### src/rtl/branch_redirect_ctrl.sv
// Branch redirect controller: turns a resolved taken branch into a PC-load
// handshake plus a bounded IF/ID and ID/EX flush window, and counts accepted redirects.
module branch_redirect_ctrl #(
  parameter int ADDR_W       = 16,
  parameter int FLUSH_CYCLES = 2,
  parameter int CNT_W        = 8
) (
  input  logic              clk,
  input  logic              rest,
  input  logic              brTaken,
  input  logic [ADDR_W-1:0] br_target,
  input  logic              stall,
  input  logic              pc_ready,
  output logic              pc_load,
  output logic [ADDR_W-1:0] pc_load_addr,
  output logic              flush_ifid,
  output logic              flush_idex,
  output logic              redirect_busy,
  output logic [CNT_W-1:0]  taken_count
);

  typedef enum logic [1:0] {
    ST_IDLE     = 2'd0,
    ST_REDIRECT = 2'd1,
    ST_FLUSH    = 2'd2
  } state_t;

  localparam logic [3:0]       FLUSH_LOAD  = 4'(FLUSH_CYCLES - 1);
  localparam logic             MULTI_FLUSH = (FLUSH_CYCLES > 1);
  localparam logic [CNT_W-1:0] CNT_MAX     = {CNT_W{1'b1}};
  localparam logic [CNT_W-1:0] CNT_ONE     = CNT_W'(1);

  state_t            state_r;
  state_t            state_s;
  logic [3:0]        flush_cnt_r;
  logic [3:0]        flush_cnt_s;
  logic [ADDR_W-1:0] addr_s;
  logic [CNT_W-1:0]  count_s;

  // Next-state, flush-window counter, target latch and saturating branch count
  always_comb begin
    state_s     = state_r;
    flush_cnt_s = flush_cnt_r;
    addr_s      = pc_load_addr;
    count_s     = taken_count;
    case (state_r)
      ST_IDLE: begin
        if (brTaken && !stall) begin
          state_s = ST_REDIRECT;
          addr_s  = br_target;
          if (taken_count != CNT_MAX) begin
            count_s = taken_count + CNT_ONE;
          end else begin
            count_s = taken_count;
          end
        end else begin
          state_s = ST_IDLE;
        end
      end
      ST_REDIRECT: begin
        // pc_load_addr stays untouched here so the fetch side sees a stable request
        if (pc_load && pc_ready) begin
          if (MULTI_FLUSH) begin
            state_s     = ST_FLUSH;
            flush_cnt_s = FLUSH_LOAD;
          end else begin
            state_s     = ST_IDLE;
            flush_cnt_s = 4'd0;
          end
        end else begin
          state_s = ST_REDIRECT;
        end
      end
      ST_FLUSH: begin
        if (flush_cnt_r <= 4'd1) begin
          state_s     = ST_IDLE;
          flush_cnt_s = 4'd0;
        end else begin
          state_s     = ST_FLUSH;
          flush_cnt_s = flush_cnt_r - 4'd1;
        end
      end
      default: begin
        state_s     = ST_IDLE;
        flush_cnt_s = 4'd0;
      end
    endcase
  end

  // State and registered outputs; outputs are decoded from the next state so
  // they rise on the same edge that samples brTaken
  always_ff @(posedge clk) begin
    if (!rest) begin
      state_r       <= ST_IDLE;
      flush_cnt_r   <= 4'd0;
      pc_load       <= 1'b0;
      pc_load_addr  <= '0;
      flush_ifid    <= 1'b0;
      flush_idex    <= 1'b0;
      redirect_busy <= 1'b0;
      taken_count   <= '0;
    end else begin
      state_r       <= state_s;
      flush_cnt_r   <= flush_cnt_s;
      pc_load       <= (state_s == ST_REDIRECT);
      pc_load_addr  <= addr_s;
      flush_ifid    <= (state_s != ST_IDLE);
      flush_idex    <= (state_s != ST_IDLE);
      redirect_busy <= (state_s != ST_IDLE);
      taken_count   <= count_s;
    end
  end

endmodule

### config.mk
export PLATFORM = sky130hd
export DESIGN_NAME = branch_redirect_ctrl
export DESIGN_NICKNAME = d
export VERILOG_FILES = /design/src/rtl/branch_redirect_ctrl.sv
export SDC_FILE = /design/constraint.sdc
export NUM_CORES = 1
export LEC_CHECK = 0
export ABC_AREA = 1
export CORE_ASPECT_RATIO = 0.7
export CORE_UTILIZATION = 30
export CTS_BUF_LIST = sky130_fd_sc_hd__clkbuf_2
export DETAILED_ROUTE_END_ITERATION = 8
export HOLD_SLACK_MARGIN = 0.1
export PLACE_DENSITY_LB_ADDON = 0.05
export SYNTH_ARGS = -nofsm -noshare
export SYNTH_HDL_FRONTEND = slang
export SYNTH_SLANG_ARGS = --single-unit
### constraint.sdc
create_clock -name clk -period 1.6 [get_ports clk]
set_clock_uncertainty 0.05 [all_clocks]
set_input_delay 0.16 -clock clk [delete_from_list [all_inputs] [get_ports clk]]
set_output_delay 0.16 -clock clk [all_outputs]
set_load 0.02 [all_outputs]
# Word level (Yosys, flattened, before mapping)
# Cells that the tools add are included.
# word_totals
word_cells	30
out_inout_bits	28
ff_bits	32
# op_classes
addsub	2
bitwise	1
eq_ne	5
n_reduce_logical	8
n_lt_le_gt_ge	1
mux	7
# ops
operator	count
one-hot mux 4 bit (3 select lines)	1
adder 8 x 1 -> 8 bit, second input constant	1
two-way mux 4 bit	2
inequality test 8 bit, second input constant	1
one-hot mux 2 bit (3 select lines)	1
== test 2 x 1 -> 1 bit, second input constant	2
<= comparator 4 x 1 -> 1 bit, second input constant	1
two-way mux 2 bit	2
AND reduction 2 bit	2
subtractor 4 x 1 -> 4 bit, second input constant	1
AND reduction 3 bit	1
== test 2 bit, second input constant	1
logical AND 1 bit	2
logical NOT 2 bit	1
inequality test 2 bit, second input constant	1
nonzero test 2 bit	1
logical NOT 1 bit	1
two-way mux 1 bit	1
NOT 1 bit	1

# Logic depth before layout (Yosys ltp)
# Gate-level depths: netlist (run 1).
# logic_depth
depth_word	5
mapped_depth	9
mapped_depth_nobuf	9

# Worst setup path before layout (run 1)
# OpenSTA, ideal clock, no wires.
# synth_timing
path_type	register to register
from	register taken_count[0]
to	register taken_count[7]
period_less_slack_ns	1.417
stages_incl_launch_ff	9
required_ns	1.437
setup_time_ns	0.113
path_slack_ns	0.183
arrival_time_ns	1.254
path_cell_list	dfxtp_1 ha_1 nand2_2 nor2_4 nand2_4 nand2_4 nor2_1 nor2_1 nor2_1
# synth_between
elab_chain_cells	2
# synth_rtl
element	line	source
start, declared	19	output logic [CNT_W-1:0] taken_count
start signal, assigned	110	taken_count <= count_s;
branches (longest 2 deep; another with adder 8 x 1 -> 8 bit)	--	
# Parallel ways; which one is timed is not known.
# A chain may end at the register's enable or synchronous reset.

# Worst setup path in the final report (run 1)
# layout_timing
from	register state_r[0]
to	register pc_load_addr[8]
# layout_between
elab_chain_cells	2
# layout_rtl
element	line	source
start, declared	33	state_t state_r;
start signal, assigned	103	state_r <= state_s;
logical NOT 2 bit	46	case (state_r)
AND reduction 2 bit (no source line)	--	
end signal, assigned	106	pc_load_addr <= addr_s;
end, declared	15	output logic [ADDR_W-1:0] pc_load_addr,
# Every way passes these cells.

==> key figures, run 1 <==
STA
  – Setup Viol. Count Final: 0
  – Minimum clock period: 1.45 ns
  – Fin. Hold Viols: 0
  – Tcrit/Tclk final: roughly nine tenths
  – Setup WS post-layout: 0.147 ns
  – Setup_tns: 0 ns
  – Least-Margin Pin Slew: 0.251 ns
  – RSZ-0062 raised after global routing: no
  – Final Max Tran Viols: 0
  – Max-slew headroom: 83.1%
  – Peak Freq: 688 MHz
  – Min Hold Slack: 0.298 ns

Job
  – Max-cap viol count: 0

Floorplan
  – Initial core utilization: 31.3%
  – Die Height: 61.1 µm
  – # IOs: 49
  – Num rows: 21
  – Die width: 86.4 µm
  – Die area: 5270 µm²
  – Core area: around 4800 µm²

Finish
  – Final-stage net count: 288
  – Post-route insts no fill: 330
  – Share of post-route cells with drive strength above 1: 9.20%
  – Area delta synth->final: 44.1%
  – Ant diodes: 0

Detailed routing
  – Routed wire length: 3480 µm
  – First drt pass iteration count: 4
  – Via count: 1405
  – Mean routed wirelength per cell: 10.6 µm
  – Vias per std cell: ~4.3
  – # DRC: 0
  – Routed Antenna Nets: 0
  – Initial DRC count: 74

Synthesis
  – Most common cell in the synthesized netlist: nor2_1
  – Complex-gate fraction of the synthesized area: 9.04%
  – Yosys warnings: 0
  – Post-synthesis mux area share: 0%
  – Synthesized area: 1500 µm²
  – Synth top area cells: dfxtp_1, nor2_1, nand2_1, o21ai_0, ha_1
  – Synth top area share: 42.8%
  – Xor and xnor area share after synthesis: 0%
  – Post-synth ARST share: 0%
  – Syn Nets: roughly 230
  – Ys flop type: dfxtp_1
  – Flops & latches, synth: 32
  – Post-synth EDFFs: 0
  – Register area share after synthesis: 42.8%
  – Post-synth top cells: nor2_1, nand2_1, dfxtp_1, inv_1, o21ai_0
  – Simple-gate portion of the synthesized area: 32.6%
  – Mean Syn Cell Area: slightly above 7 µm²
  – Post-synth cell types: 24
  – Post-Synth Adder-Cell Area: under 10%
  – Largest area contributor in the netlist: dfxtp_1
  – Syn Inst Count: 206
  – Largest family of logic cells by synthesized area: simple AND/OR/NAND/NOR gates

Clocking
  – Clock Sinks: 32
  – Clock latency on the worst-skew pair: 0.37 ns
  – H-tree level count: 2
  – Hold_buf cts: 0
  – Clk buf depth: 2
  – CTS tree: yes
  – Clock transition at path regs: 0.17 ns
  – CTS Buf Count: 5
  – Root buf cell: clkbuf_2
  – Postcts setup bufs: 0

Power
  – Leakage: 1.21 nW
  – Power Density: ~720 nW/µm²
  – VDD IR-drop max: 366 µV

Global routing
  – First-pass GRT wire length: 5560 µm
  – Largest net degree at the start of global routing: 29
  – Vias in the first global route: approximately 1200
  – Tot GR Track Use: approximately 14%
  – Total global routing overflow: 0
  – Initial antenna violation count: 0

Place
  – DP HPWL: 2500 µm
  – Cells after DPL: between 300 and 400
  – Routability cong.: ~0.73
  – PortBufs: between 40 and 50
  – Setup Slack @ Placement: 0.0996 ns

Setup path
  – Critical Path Source Type: flop
  – Worst EP arrival: 1.68 ns
  – Element type at the critical path end: flop
  – Crit path kind: flop to flop
  – WP data required: 1.83 ns
  – Max FO, Critical Path: 16

Worst hold path
  – Hold/Removal Path Class: primary input to flop

Run status
  – Status: finished clean
==> metrics by stage <==
| stage | instance area, µm² | power (mW) | utilization (%) |
|---|---|---|---|
| after floorplan | 1500 | 1.03 | - |
| after global placement | 2080 | 1.20 | 43.5 |
| after detailed placement | 2080 | 1.19 | 43.5 |
| after CTS | 2100 | 1.59 | 44.0 |
| after global routing | 2150 | 1.65 | 45.1 |
| final | 2150 | 1.56 | 45.1 |
==> repair_timing <==
item | in CTS | in global routing
setup endpoints to repair | 11 | 21
cloned | 0 | 0
resized for setup | 11 | 21
==> worst paths after layout <==
| kind | start | endpoint | slack, ns | depth (start not counted) |
|---|---|---|---|---|
| min | br_target[9] | pc_load_addr[9] | 0.30 | 3 |
| min reg2reg | flush_cnt_r[1] | flush_cnt_r[1] | 0.44 | 2 |
| max | state_r[0] | pc_load_addr[8] | 0.15 | 8 |
| max reg2reg | state_r[0] | pc_load_addr[8] | 0.15 | 8 |
==> cell usage in the layout, fill, tap and decap left out, drive strengths merged <==
cell            n
clkbuf          7
clkinv          3
dfxtp          32
nand2          41
buf             7
nand3          10
ha              7
dlymetal6s2s   17
o21ai          18
nand3b          1
nand4           7
a21oi           7
nor3            2
inv            20
dlygate4sd2    11
nor2           50
clkdlybuf4s50  20
a31oi           1
==> registers in the layout (all words and copies together) (netlist names) <==
| register | flops |
|---|---|
| flush_cnt_r | 4 |
| pc_load | 1 |
| pc_load_addr | 16 |
| redirect_busy | 1 |
| state_r | 2 |
| taken_count | 8 |
==> critical path, stage by stage (launching register included) <==
cell and delay, ns:
dfxtp_1 0.36, inv_1 0.08, ha_1 0.16, nand2_1 0.06
nor2_2 0.17, clkinv_1 0.16, buf_12 0.17, nor2_1 0.10
nor2_1 0.06
==> layer usage <==
layer  vias to the layer above  wire (µm)  track usage [%]  share of wire [%]
met5                         -          0                0                  0
met4                         0         59             7.14                1.7
met3                         7        204             5.09                5.9
met2                        33       1270             18.7                 36
met1                       602       1950             20.4                 56
li1                        763          -                -                  -
==> cell families (layout without fill, tap and decap cells) <==
group / after synthesis / in the layout
AO/OA/AOI/OAI: 26 / 26
flip-flops: 32 / 32
adder cells (fa/ha/maj): 7 / 7
AND/OR/NAND/NOR: 111 / 111
buffers and inverters: 30 / 85
==> cell type report <==
cell class | count | area, µm²
Fill cell | 507 | 2630
Sequential cell | 32 | 642
Clock buffer | 7 | 35.0
Timing Repair Buffer | 55 | 587
Inverter | 22 | 82.6
Tap cell | 69 | 86.3
Multi-Input combinational cell | 144 | 718
Clock inverter | 1 | 3.75
==> power breakdown <==
group,switching (mW),internal (mW)
sequential,0.0198,0.838
combinational,0.157,0.148
clock,0.280,0.117
total,0.456,1.10
Note: power is estimated with default switching activity, not from simulation.
==> inputs of run 2 (changes only) <==
- CTS_BUF_LIST: sky130_fd_sc_hd__clkbuf_2 -> unset
==> run 2 against run 1 <==
Effect of this change: first-iteration DRC count decreased by 47%; die area unchanged; setup slack worse by 0.088 ns; sequential share of layout area shrank 0.42 points; count of clock-buffer cells in the layout is 1 higher; utilization up 0.55 points; sequential cell count is the same; largest cell class unchanged.
==> key figures, run 2 (synthesis results as in run 1) <==
Run status
  – Status: finished clean

STA
  – Minimum clock period: 1.54 ns
  – Max-slew headroom: 79.7%
  – Fin. Hold Viols: 0
  – Tcrit/Tclk final: 96.3%
  – RSZ-0062 raised after global routing: no
  – Min Hold Slack: roughly 0.42 ns
  – Setup_tns: 0 ns
  – Setup Viol. Count Final: 0
  – Least-Margin Pin Slew: 0.302 ns
  – Final Max Tran Viols: 0
  – Peak Freq: between 600 and 700 MHz

Power
  – VDD IR-drop max: 479 µV
  – Power Density: around 830 nW/µm²
  – Leakage: approximately 0.94 nW

Setup path
  – Flop2flop setup slack: 0.15 ns
  – Crit. Startpoint: taken_count[1]
  – RR Startpoint: state_r[1]
  – Reg2reg end: pc_load_addr[8]
  – WP data required: 1.39 ns
  – Worst R2R Path Depth: 8
  – Element type at the critical path end: output pin
  – Critical Path Source Type: flop
  – Crit path kind: flop to output pin
  – Worst EP arrival: 1.33 ns
  – Max FO, Critical Path: 4
  – Crit path to: taken_count[1]

Global routing
  – Total global routing overflow: 0
  – First-pass GRT wire length: 5560 µm
  – Largest net degree at the start of global routing: 29
  – Tot GR Track Use: 14.2%
  – Initial antenna violation count: 0
  – Vias in the first global route: 1174

Finish
  – Max reg flops: 16
  – Final-stage net count: 288
  – Area delta synth->final: 45.9%
  – Biggest regs: pc_load_addr: 16 flops, taken_count: 8 flops, flush_cnt_r: 4 flops
  – Post-layout util: 45.6%
  – Share of post-route cells with drive strength above 1: 8.43%
  – Ant diodes: 0
  – Commonest cells after routing, fill and taps aside: nor2_1, clkdlybuf4s50_1, nand2_1
  – Largest Register: pc_load_addr

Clocking
  – H-tree level count: 2
  – Clock transition at path regs: 0.07 ns
  – CTS tree: yes
  – Clk buf depth: 2
  – Clock Sinks: 32
  – Clock latency on the worst-skew pair: 0.28 ns
  – CTS Buf Count: 5
  – Hold_buf cts: 0
  – Root buf cell: clkbuf_8

Place
  – DP HPWL: 2500 µm
  – Routability cong.: 0.728
  – PortBufs: 48

Detailed routing
  – Via count: roughly 1400
  – Routed wire length: 3480 µm
  – # DRC: 0
  – Routed Antenna Nets: 0
  – Vias per std cell: 4.20
  – Mean routed wirelength per cell: 10.6 µm
  – Initial DRC count: 39
  – First drt pass iteration count: 4

Floorplan
  – Core area: 4780 µm²
  – Die Height: 61.1 µm
  – Die width: roughly 86 µm
  – # IOs: 49
  – Initial core utilization: about 31%
  – Die area: 5270 µm²
  – Num rows: 21

Job
  – Max-cap viol count: 0

Worst hold path
  – Hold/Removal Path Class: primary input to flop
run 2: changes by cell type in the layout (fill, tap and decap cells not counted), moves of 2 or more:
cell and change:
clkbuf_1 +2, clkbuf_2 -7, clkbuf_8 +6, clkdlybuf4s50_1 +26, dlygate4sd2_1 -11, dlymetal6s2s_1 -15
run 2: worst min-delay path by stage:
stage,start,to,slack [ns],cells past startpoint
floorplan,br_target[0],pc_load_addr[0],0.24,2
global placement,flush_cnt_r[1],flush_cnt_r[1],0.41,2
detailed placement,flush_cnt_r[1],flush_cnt_r[1],0.42,2
CTS,br_target[11],pc_load_addr[11],0.40,3
global route,br_target[4],pc_load_addr[4],0.42,3
finish,br_target[11],pc_load_addr[11],0.42,3
run 2: per-layer routing:
metal	GRT usage, %	up-vias	share of wire (%)
li1	-	759	-
met1	20.1	591	56
met2	19.5	33	37
met3	5.09	4	6.1
met4	5.71	0	0.60
met5	0	-	0
run 2: what timing repair did:
action	CTS	global route
resized for setup	0	5
buffers inserted	0	0
setup endpoints to repair	0	6
run 2: layout make-up:
cell class	instances	area (µm²)
Clock buffer	8	90.1
Timing Repair Buffer	55	563
Multi-Input combinational cell	144	718
Sequential cell	32	641
Tap cell	69	86.3
Inverter	22	82.6
Fill cell	500	2600
run 2: through the flow:
step                      power [mW]  setup WS (ns)  cells  instance area [µm²]
after floorplan                 1.03          0.183    206                 1500
after global placement          1.20          0.111    322                 2080
after detailed placement        1.19         0.0996    322                 2080
after CTS                       1.84        0.00917    330                 2170
after global routing            1.91         0.0103    330                 2180
final                           1.82         0.0589    330                 2180
run 2: critical path: stages, from the launching register on:
cell	delay [ns]
dfxtp_1	0.33
buf_4	0.13
clkdlybuf4s50_1	0.60
run 2: report_power, final:
group | switching (mW) | leakage, nW | internal [mW]
registers | 0.0208 | 0.262 | 0.837
logic | 0.156 | 0.635 | 0.160
clock network | 0.291 | 0.0455 | 0.351
==> inputs of run 3 (changes only) <==
- CORE_UTILIZATION: 30 -> 34
==> run 3 against run 2 <==
Effect of this change: clock power is 0.8% lower; first-iteration DRC count is 7.7% lower; critical path depth stayed put; sequential cell count stayed put; worst hold slack worse by 0.0026 ns; register-to-register slack hardly changed; sequential power hardly changed; fmax is 0.37% higher; die area is 11% lower; combinational power is 2% lower; critical path type unchanged; critical endpoint unchanged.
==> key figures, run 3 (synthesis results as in run 1) <==
Run status
  – Status: finished clean

Detailed routing
  – # DRC: 0
  – Routed wire length: 3450 µm
  – Routed wire length on met3: 234 µm
  – Met2 wire length: 1310 µm
  – Top layer in use: met4
  – Mean routed wirelength per cell: roughly 11 µm
  – Met1 WL: 1880 µm
  – Routed Antenna Nets: 0
  – Initial DRC count: 36
  – Vias per std cell: between 4 and 5
  – Via count: 1423
  – First drt pass iteration count: 4

STA
  – Final Max Tran Viols: 0
  – Setup Viol. Count Final: 0
  – RSZ-0062 raised after global routing: no
  – Tcrit/Tclk final: 96.0%
  – Minimum clock period: roughly 1.5 ns
  – Setup_tns: 0 ns
  – Max-slew headroom: 84.5%
  – Peak Freq: 651 MHz
  – Fin. Hold Viols: 0
  – Least-Margin Pin Slew: between 0.2 and 0.25 ns

Floorplan
  – Die area: 4670 µm²
  – Die Height: about 57 µm
  – Core area: 4070 µm²
  – Num rows: 19
  – # IOs: 49
  – Die width: 81.3 µm
  – Initial core utilization: a little under two fifths

Setup path
  – Critical Path Source Type: flop
  – RR Startpoint: state_r[0]
  – Flop2flop setup slack: 0.16 ns
  – Crit. Startpoint: taken_count[1]
  – Max FO, Critical Path: 4
  – Worst EP arrival: 1.33 ns
  – Reg2reg end: pc_load_addr[7]
  – Crit path to: taken_count[1]
  – WP data required: 1.39 ns
  – Crit path kind: flop to output pin
  – Element type at the critical path end: output pin
  – Worst R2R Path Depth: 8

Finish
  – Largest Register: pc_load_addr
  – Biggest regs: pc_load_addr: 16 flops, taken_count: 8 flops, flush_cnt_r: 4 flops
  – Post-layout util: 52.6%
  – Area delta synth->final: 43.0%
  – Fin area: 2140 µm²
  – Commonest cells after routing, fill and taps aside: clkdlybuf4s50_1, nor2_1, nand2_1
  – Final-stage net count: 286
  – Max reg flops: 16
  – Share of post-route cells with drive strength above 1: 8.88%
  – Ant diodes: 0
  – Post-route insts no fill: 311
  – Most common cell after layout, fill and taps aside: clkdlybuf4s50_1

Clocking
  – Clock latency on the worst-skew pair: 0.28 ns
  – CTS tree: yes
  – Clock transition at path regs: ~0.070 ns
  – Root buf cell: clkbuf_8
  – CTS Buf Count: 5
  – Clk buf depth: 2
  – H-tree level count: 2
  – Postcts setup bufs: 0
  – Clock Sinks: 32

Global routing
  – Initial antenna violation count: 0
  – First-pass GRT wire length: roughly 6000 µm
  – Vias in the first global route: 1273
  – Tot GR Track Use: about 17%
  – Largest net degree at the start of global routing: 29
  – Total global routing overflow: 0

Place
  – PortBufs: 48
  – DP HPWL: 2490 µm
  – Routability cong.: 0.797
  – Cells after DPL: roughly 300
  – Area after DPL: 2030 µm²

Worst hold path
  – Hold path cells: 3
  – Hold/Removal Path Class: primary input to flop
  – Worst Hold Launch: br_target[4]

Job
  – Max-cap viol count: 0

Power
  – Leakage: roughly 0.93 nW
  – Power Density: 844 nW/µm²
  – VDD IR-drop max: 506 µV
-- run 3: changes by cell type in the layout (fill, tap and decap cells not counted) --
cell / change
buf_12: -1
buf_4: -1
dfxtp_1: -1
dfxtp_2: +1
ha_1: -1
ha_2: +1
nor2_1: -1
nor2_2: +1
-- run 3: what timing repair did --
item / 4_1_cts / 5_1_grt
gates resized for setup: 0 / 8
endpoints found under the setup margin: 0 / 10
hold buffers: 0 / 0
-- run 3: routing by layer --
metal,vias up,track usage (%)
met4,0,4.59
met3,5,6.24
met5,-,0
met2,51,22.0
li1,756,-
met1,611,25.0
-- run 3: area by class of cell --
type / count / area, µm²
fillers: 404 / 1930
flip-flops and latches: 32 / 642
repair buffers: 53 / 536
well taps: 52 / 65.1
inverters: 22 / 82.6
multi-input cells: 144 / 723
clock buffers: 8 / 90.1
-- run 3: critical path, stage by stage, from the launching register on --
cell and delay (ns):
dfxtp_1 0.33, buf_4 0.13, clkdlybuf4s50_1 0.59
-- run 3: through the flow --
step | hold WS, ns | power, mW | worst slack [ns]
global route | 0.404 | 1.91 | 0.00526
CTS | 0.409 | 1.82 | 0.0176
detailed placement | 0.407 | 1.18 | 0.113
floorplan | 0.245 | 1.03 | 0.183
global placement | 0.410 | 1.19 | 0.117
finish | 0.413 | 1.81 | 0.0646
-- run 3: worst min-delay path by stage --
stage | end | slack (ns)
floorplan | pc_load_addr[0] | 0.24
global placement | flush_cnt_r[1] | 0.41
CTS | pc_load_addr[14] | 0.41
finish | pc_load_addr[4] | 0.41
detailed placement | flush_cnt_r[1] | 0.41
global route | pc_load_addr[14] | 0.40
-- run 3: where the power goes --
group	internal, mW	switching, mW	total (mW)
clock network	0.351	0.286	0.637
logic	0.153	0.155	0.309
registers	0.837	0.0228	0.860
total	1.34	0.464	1.81
==> RTL change: new RTL, flow settings as in run 3 <==
Put one more register stage on the output `taken_count`. The value now appears one clock later. The other outputs are not delayed to match.
--- a/src/rtl/branch_redirect_ctrl.sv
+++ b/src/rtl/branch_redirect_ctrl.sv
@@ -32,2 +32,4 @@
 
+  logic [CNT_W-1:0] taken_count_s0;
+
   state_t            state_r;
@@ -44,3 +46,3 @@
     addr_s      = pc_load_addr;
-    count_s     = taken_count;
+    count_s     = taken_count_s0;
     case (state_r)
@@ -50,6 +52,6 @@
           addr_s  = br_target;
-          if (taken_count != CNT_MAX) begin
-            count_s = taken_count + CNT_ONE;
+          if (taken_count_s0 != CNT_MAX) begin
+            count_s = taken_count_s0 + CNT_ONE;
           end else begin
-            count_s = taken_count;
+            count_s = taken_count_s0;
           end
@@ -100,3 +102,3 @@
       redirect_busy <= 1'b0;
-      taken_count   <= '0;
+      taken_count_s0 <= '0;
     end else begin
@@ -109,4 +111,8 @@
       redirect_busy <= (state_s != ST_IDLE);
-      taken_count   <= count_s;
+      taken_count_s0 <= count_s;
     end
+  end
+
+  always_ff @(posedge clk) begin
+    taken_count <= taken_count_s0;
   end
Formal check against the unedited RTL: not equivalent (Yosys sat finds a counterexample within 4 cycles, from zero or initial values).
==> RTL change against run 3 <==
- the flow now finishes with violations (DRC)
- total power rose by 16%
- design area rose by 6.8%
- via count fell by 2.6%
- combinational power rose by 11%
- area after synthesis rose by 9.4%
- sequential cell count rose by 8
- die area rose by 9.1%
- cell count rose by 2.9%
- worst setup slack improved by 0.088 ns
- clock power rose by 7.1%
- highest routed layer unchanged
- wire length fell by 1.2%
==> RTL change: results (changes against run 3) <==
detailed_routing:
  drt_iter0_drc: 38  # +5.6%
  wl_mm: 3.411  # -1.2%
  drt-pass1-iter-count: 9  # +5
  drc: 2  # +2
  via_per_inst: 4.331  # -5.3%
setup_path:
  path_max_fanout: 2  # -2
  crit_arrival_ns: 1.24  # -0.09 ns
  cp_slowest_cell: "clkdlybuf4s50_1"
  r2r_end: "redirect_busy$_SDFF_PN0_"
  r2r_start: "flush_cnt_r[0]$_SDFFE_PN0P_"
  ff2ff_path_depth: 9  # +1
  cpPeakStageDelay_ns: 0.61  # +0.02 ns
  cp_top_family: "buffers and inverters"
global_routing:
  grt_usage_pct: 14.90  # -1.8 points
  grt_pass1_vias: 1176  # -7.6%
  grt_pass1_wl_mm: 5.623  # -5.1%
  antenna_found_initial: 0  # unchanged
  grt_max_degree: 17  # -41%
yosys:
  synth_cell_types: 25  # +4.2%
  synth_area_leaders: "dfxtp_1 49%, nor2_1 11%, nand2_1 7.8%, ha_1 5.4%, inv_1 4.6%"
  ys_seq_area_share_pct: 48.97  # +6.1 points
  synthTopCellsByCount: "50 x nor2_1, 40 x dfxtp_1, 34 x nand2_1"
  synthesis.nets: 239  # +2.1%
worst_hold_path:
  whs_path_depth: 0  # -3
  min-delay-start: "taken_count_s0[6]$_SDFFE_PN0P_"
  holdPathEnd: "taken_count[6]$_DFF_P_"
  hold_path.class: "reg -> reg"
run_status:
  outcome: "complete, but fails checks"
  failed_checks: "DRC"
timing:
  slew_headroom_pct: 77.39  # -7.1 points
  holdWs_ns: 0.3389  # -0.07380 ns
placement:
  globalplace.congestion: 0.7665  # -3.9%
  dp_hpwl_mm: 2.526  # +1.5%
  portBuffers: 48  # unchanged
pwr:
  p_leak_nw: 0.9633  # +4.1%
  ir_worst_vdd_v: 0.0005141  # +1.7%
clock_tree:
  clock-root-buffer: "clkbuf_8"
cells_and_area:
  fin_nets: 292  # +2.1%
  reg.largest.list: "pc_load_addr x16, taken_count x8, taken_count_s0 x8"
  drive_above_1_share_pct: 8.679  # -0.20 points
-- RTL change: cell count changes after synthesis, sizes merged, moves of 2 or more --
cell	before	now
a21oi	7	5
inv	20	23
o21ai	18	22
dfxtp	32	40
nand2	41	37
nor2	50	52
nand4	7	2
xor2	0	2
-- RTL change: worst max path at each step --
stage                                  start  slack, ns  cells past startpoint                        endpoint
2_1_floorplan          state_r[0]$_SDFF_PN0_       0.29                      8   pc_load_addr[10]$_SDFFE_PN0P_
3_3_place_gp                         brTaken       0.13                      8  taken_count_s0[7]$_SDFFE_PN0P_
3_5_place_dp                         brTaken       0.13                      8  taken_count_s0[7]$_SDFFE_PN0P_
4_1_cts        pc_load_addr[10]$_SDFFE_PN0P_       0.13                      1                pc_load_addr[10]
5_1_grt          flush_cnt_r[0]$_SDFFE_PN0P_       0.03                      9        redirect_busy$_SDFF_PN0_
6_report        pc_load_addr[7]$_SDFFE_PN0P_       0.15                      1                 pc_load_addr[7]
-- RTL change: cell families after synthesis --
logic type	share of synthesized area [%]
compound gates	8.722
simple gates	27.01
flops	48.97
fa+ha+maj	5.356
buf+inv	8.338
xor+xnor	1.607
-- RTL change: area by class of cell --
| class | count | area, µm² |
|---|---|---|
| multi-input cells | 140 | 701.9 |
| well taps | 55 | 68.82 |
| clock buffers | 6 | 82.58 |
| repair buffers | 53 | 530.5 |
| flip-flops and latches | 40 | 800.8 |
| inverters | 24 | 90.09 |
| fillers | 434 | 2195 |
| clock inverters | 2 | 10.01 |
-- RTL change: report_power, final --
| part | total, mW | internal, mW | switching (mW) |
|---|---|---|---|
| clock | 0.682 | 0.344 | 0.338 |
| combinational | 0.342 | 0.168 | 0.174 |
| sequential | 1.07 | 1.05 | 0.0274 |
| total | 2.10 | 1.56 | 0.539 |
-- RTL change: repair_timing --
action,4_1_cts,5_1_grt
hold buffers,0,0
setup endpoints to repair,0,2
resized for setup,0,2
-- RTL change: per-layer routing --
metal	routed length, µm	GRT usage, %	vias to the layer above
met1	1890	21.88	589
met5	0	0	-
li1	-	-	760
met3	268	7.044	2
met4	25	5.811	0
met2	1226	18.00	35
-- RTL change: stage by stage --
step	instances	area [µm²]	utilization [%]	setup slack (ns)
2_1_floorplan	211	1635	-	0.2911
5_1_grt	320	2285	51.01	0.02586
4_1_cts	320	2281	50.92	0.1285
3_3_place_gp	312	2188	48.85	0.1330
6_report	320	2285	51.01	0.1522
3_5_place_dp	312	2188	48.85	0.1254
